### src/rtl/bounce_gen_amisha.sv
// Contact-bounce emulator: turns a clean level-change request into an odd-length
// toggle burst on sw_out_amisha, then holds the final level for a settle window.
module bounce_gen_amisha #(
  parameter int GLITCH_W  = 8,
  parameter int SETTLE    = 1000000,
  parameter int DET_PAIRS = 2,
  parameter int DET_SEG   = 4
) (
  input  logic       clk_amisha,
  input  logic       reset_amisha,
  input  logic       start_amisha,
  input  logic       level_amisha,
  input  logic       det_amisha,
  output logic       sw_out_amisha,
  output logic       busy_amisha,
  output logic       done_tick_amisha,
  output logic [3:0] bounce_cnt_amisha
);

  localparam int SET_W = $clog2(SETTLE);

  typedef enum logic [1:0] {ST_IDLE, ST_BOUNCE, ST_SETTLE} state_t;

  state_t              state;
  logic [15:0]         lfsr;
  logic [15:0]         lfsr_next;
  logic [3:0]          remaining;
  logic [GLITCH_W-1:0] seg_cnt;
  logic [SET_W-1:0]    settle_cnt;
  logic                det_reg;
  logic                level_reg;

  // Galois form of x^16+x^14+x^13+x^11; a nonzero seed never reaches all-zero.
  always_comb begin
    lfsr_next = {1'b0, lfsr[15:1]} ^ (lfsr[0] ? 16'hB400 : 16'h0000);
  end

  always_ff @(posedge clk_amisha or posedge reset_amisha) begin
    if (reset_amisha) begin
      state             <= ST_IDLE;
      lfsr              <= 16'hACE1;
      remaining         <= '0;
      seg_cnt           <= '0;
      settle_cnt        <= '0;
      det_reg           <= 1'b0;
      level_reg         <= 1'b0;
      sw_out_amisha     <= 1'b0;
      busy_amisha       <= 1'b0;
      done_tick_amisha  <= 1'b0;
      bounce_cnt_amisha <= '0;
    end else begin
      lfsr             <= lfsr_next;
      done_tick_amisha <= 1'b0;
      case (state)
        ST_IDLE: begin
          busy_amisha <= 1'b0;
          if (start_amisha && (level_amisha != sw_out_amisha)) begin
            level_reg         <= level_amisha;
            det_reg           <= det_amisha;
            // 2P+1 toggles keeps the count odd so the burst ends on the requested level.
            remaining         <= det_amisha ? 4'(2 * DET_PAIRS + 1) : {lfsr[2:0], 1'b1};
            seg_cnt           <= '0;
            bounce_cnt_amisha <= '0;
            busy_amisha       <= 1'b1;
            state             <= ST_BOUNCE;
          end
        end

        ST_BOUNCE: begin
          if (seg_cnt == '0) begin
            bounce_cnt_amisha <= bounce_cnt_amisha + 4'd1;
            remaining         <= remaining - 4'd1;
            // Load L-1 so the next toggle lands exactly L cycles later.
            seg_cnt           <= det_reg ? GLITCH_W'(DET_SEG - 1) : lfsr[GLITCH_W-1:0];
            if (remaining == 4'd1) begin
              sw_out_amisha <= level_reg;
              settle_cnt    <= SET_W'(SETTLE - 1);
              state         <= ST_SETTLE;
            end else begin
              sw_out_amisha <= ~sw_out_amisha;
            end
          end else begin
            seg_cnt <= seg_cnt - 1'b1;
          end
        end

        ST_SETTLE: begin
          if (settle_cnt == '0) begin
            done_tick_amisha <= 1'b1;
            state            <= ST_IDLE;
          end else begin
            settle_cnt <= settle_cnt - 1'b1;
          end
        end

        default: state <= ST_IDLE;
      endcase
    end
  end

endmodule

### config.mk
export PLATFORM = sky130hd
export DESIGN_NAME = bounce_gen_amisha
export DESIGN_NICKNAME = d
export VERILOG_FILES = /design/src/rtl/bounce_gen_amisha.sv
export SDC_FILE = /design/constraint.sdc
export NUM_CORES = 1
export LEC_CHECK = 0
export BUFFER_PORTS_ARGS = -buffer_cell sky130_fd_sc_hd__buf_4
export CAP_MARGIN = 30
export CORE_MARGIN = 2
export CORE_UTILIZATION = 35
export CTS_CLUSTER_SIZE = 8
export DETAILED_ROUTE_END_ITERATION = 8
export HOLD_SLACK_MARGIN = 0.06
export SETUP_SLACK_MARGIN = 0.02
export SYNTH_ARGS = -nofsm -noshare
export SYNTH_HDL_FRONTEND = slang
export SYNTH_SLANG_ARGS = --single-unit
export TNS_END_PERCENT = 100
### constraint.sdc
create_clock -name clk_amisha -period 2.2 [get_ports clk_amisha]
set_clock_uncertainty 0.15 [all_clocks]
set_input_delay 0.44 -clock clk_amisha [delete_from_list [all_inputs] [get_ports clk_amisha]]
set_output_delay 0.44 -clock clk_amisha [all_outputs]
set_load 0.01 [all_outputs]
==> qor_table.md <==
| Step | Result | Value |
| --- | --- | --- |
| timing | Crit path time final | 2.06 ns |
| timing | Final setup viols | 0 |
| synth | Post-synth design cell area | 2790 um^2 |
| timing | Max Clock Freq | 485 MHz |
| worst setup path | Critical path origin | seg_cnt[1] |
| place | Buffers on Ports | 11 |
| clock network | Number of buffers created by CTS | 9 |
| clock network | Sinks on Clock Net | 59 |
| die | Die ar. | 8700 um^2 |
| synth | Synth area leader | dfrtp_1 |
| worst setup path | Crit-path max cell delay | 0.48 ns |
| die | Rows | 32 |
| synth | Largest cells by area after synthesis | dfrtp_1 46%, dfstp_2 7.5%, nand2_1 3.4% |
| drt | Number of design rule violations left after detail routing | 0 |
| finish | Fraction of layout instances using a drive strength above 1 | 20.9% |
| clock network | Deepest clock path buffer count | 2 |
| synth | Predominant post-synthesis flop cell | dfrtp_1 |
| pwr | Worst voltage drop across the vdd grid | 0.000189 V |
| worst setup path | WP depth | 8 |
| die | Initial Utilization | 36.1% |
| place | Gp weighted congestion | 0.828 |
| die | Boundary Pins | 12 |
| synth | Total of flip-flops plus latches after synthesis | 59 |
| place | Dpl hpwl | 3970 um |
| worst setup path | Capturing element of the worst setup path | seg_cnt[6] |
| worst setup path | Top fanout value on the critical path | 7 |
| timing | Final clock period utilization by the worst path | 93.8% |
| drt | Initial DRC Count | 108 |
| worst setup path | Category of the worst setup path capture point | flip-flop |
| synth | Post-Syn Area per Cell | 10.4 um^2 |
| drt | Drt first pass iters | 4 |
| timing | Count of final max-slew check failures | 0 |
| finish | Registers with the most flip-flops | settle_cnt (20), lfsr (16), seg_cnt (8) |
| timing | Unrepaired setup endpoints after global routing | yes |
| grt | Overflow left after global routing | 0 |
| hold path | Worst hold path class | in2reg |
| synth | Synthesized net count | 281 |
| worst setup path | Start-to-end type of the worst setup path | reg2reg |
| grt | Initial antenna violation count | 0 |
| outcome | Outcome | complete, no violations |
| drt | WL/cell | 13.6 um |
| synth | Part of the Yosys area used for sequential elements | 53.3% |
| finish | Layout filler cell count | 728 |
| grt | Vias in the first global route | 1982 |
| finish | Synth-to-Final Area Change | 19.0% |
| worst setup path | Worst Path Arrival | 2.19 ns |
| die | Horizontal die dimension | 93.3 um |
| worst setup path | Required time of the worst setup path | 2.33 ns |
| drt | Detail Route Antenna Nets | 0 |
| finish | Final core utilization | 43.0% |
| die | Core area | 7730 um^2 |
| clock network | Cell chosen for the clock root | clkbuf_8 |
| pwr | Leakage | 1.48 nW |
| synth | Portion of synthesized cell area occupied by the leading cell type | 45.7% |
| worst setup path | Combined buffer and inverter count along the critical path | 2 |
| synth | EDFF count, synth | 0 |
| timing | Max transition margin | 62.9% |
| worst setup path | Worst flop-to-flop path startpoint | seg_cnt[1] |
| synth | Syn Inst Count | 269 |
| drt | Via count | 2102 |
| pwr | Pwr per Cell Area | 609 nW/um^2 |
| worst setup path | Path depth of the worst reg2reg path | 8 |
| job | Max-cap violation count | 0 |
| hold path | Startpoint of the lowest-slack hold path | level_amisha |
| worst setup path | Worst path top cell family by delay | simple AND/OR/NAND/NOR gates |
| finish | Count of nets after finishing | 313 |
| clock network | # Post-CTS Setup Buffers | 0 |
| finish | Most flop-heavy register | settle_cnt |
| worst setup path | Worst-path cell chain | inv_1 -> ha_1 -> nor4b_4 -> buf_4 -> a21o_1 -> or4_1 -> o21ai_1 -> a221o_1 |
| worst setup path | Destination of the worst register-to-register timing path | seg_cnt[6] |
| finish | Max reg flops | 20 |
| worst setup path | Register-to-register setup slack | 0.14 ns |
| synth | Synth cell types | 51 |
| clock network | CTS tree | yes |
| worst setup path | Kind of start point of the critical path | flip-flop |
| grt | Largest net degree at the start of global routing | 38 |
| grt | Global-route wire length before repair | 9560 um |
| clock network | Skew-Pair Late Insertion Delay | 0.33 ns |
| timing | Transition time of the tightest slew-check pin | 0.555 ns |
| place | Number of placed instances, taps included | 391 |
| grt | Total routing usage reported by global routing | 14.2% |
| clock network | # H-tree levels | 3 |
| finish | Non-filler cells in the finished layout | 408 |
| drt | Total routed wirelength | 5550 um |
| finish | Number of diodes added for antenna fixing | 0 |
| clock network | Clock slew seen by the registers of the worst setup and hold paths | 0.07 ns |
| synth | Yosys warns | 0 |
| drt | Detail-routed via count per cell | 5.15 |
| timing | Final Hold Fails | 0 |
| worst setup path | Slowest-stage cell, CP | or4_1 |
| die | Die height | 93.3 um |
| synth | Async SR Flop Fraction | 100% |
[Yosys cell counts (4+ instances only)]
cell	number
o21ai_0	16
a21oi_1	12
nand2b_1	4
nor3_1	14
dfrtp_1	51
clkbuf_1	5
xnor2_1	5
ha_1	7
or3_1	7
nand3_1	12
a31oi_1	4
nor4_1	6
inv_1	11
o31ai_1	8
nand2_1	25
nor2_1	20
o21ai_1	4
xor2_1	7
dfstp_2	8
[power breakdown]
group / internal [mW] / switching [mW] / leakage, nW / total (mW)
sequential: 1.09 / 0 / 0.744 / 1.09
clock: 0.498 / 0.401 / 0.0965 / 0.899
combinational: 0.0101 / 0.0246 / 0.639 / 0.0347
[per-layer routing]
layer / routed length, um / GRT usage (%) / up-vias / part of all wire, %
met5: 0 / 0 / - / 0
met2: 2440 / 20.6 / 31 / 44
met4: 110 / 7.72 / 0 / 2.0
met1: 2820 / 19.7 / 1020 / 51
met3: 169 / 3.14 / 9 / 3.0
li1: - / - / 1042 / -
[cell usage in the layout, fill, tap and decap left out, drive strengths merged, types with 3 or more instances in the layout]
cell type and count:
a21oi 12, xor2 7, o211ai 3, nor2 20, and3 3, clkbuf 14, nor4 7, o31ai 8
nand2 25, or4 3, or3 9, a31oi 4, nand3 13, nor3 15, xnor2 5, dfstp 8
inv 11, nand2b 4, ha 7, o21ai 20, dfrtp 51, buf 27
[area by class of cell]
type | instances | area [um^2] | share of cell area (%)
repair buffers | 28 | 225 | 6.78
clock buffers | 14 | 173 | 5.20
inverters | 11 | 41.3 | 1.24
well taps | 102 | 128 | 3.84
flip-flops and latches | 59 | 1490 | 44.8
multi-input cells | 192 | 1260 | 37.8
clock inverters | 2 | 10.0 | 0.302
[tightest hold or removal path: cells and delay by family]
family                 cells  cell delay, ns
buffers and inverters      1            0.09
and+or+nand+nor            2            0.09
[through the flow]
step	power, mW	setup WS, ns	hold slack, ns	TNS, ns	instance area, um^2
floorplan	1.12	0.167	0.181	0	2790
global placement	1.14	0.142	0.182	0	3100
detailed placement	1.14	0.0346	0.187	0	3100
CTS	2.05	0.0478	0.173	0	3290
global route	2.10	-0.0192	0.198	-0.0672	3320
finish	2.02	0.137	0.183	0	3320
[what timing repair did]
item                                    4_1_cts  5_1_grt
endpoints found under the setup margin        0       16
hold buffers                                  1        0
gates resized for setup                       0        6
hold endpoints to repair                     14        0
[cell families after synthesis]
kind of cell / share of synthesized area, %
flip-flops: 53.3
AO/OA/AOI/OAI: 15.1
AND/OR/NAND/NOR: 21.3
multiplexers: 0.718
buffers and inverters: 2.74
adder cells (fa/ha/maj): 3.14
XOR/XNOR: 3.77
[how the worst min path moves through the flow]
stage,to,cells after the start
after floorplan,lfsr[8],0
after global placement,lfsr[8],0
after detailed placement,lfsr[7],0
after CTS,level_reg,3
after global routing,level_reg,3
final,level_reg,3
Power figures use the tool's default switching activity.
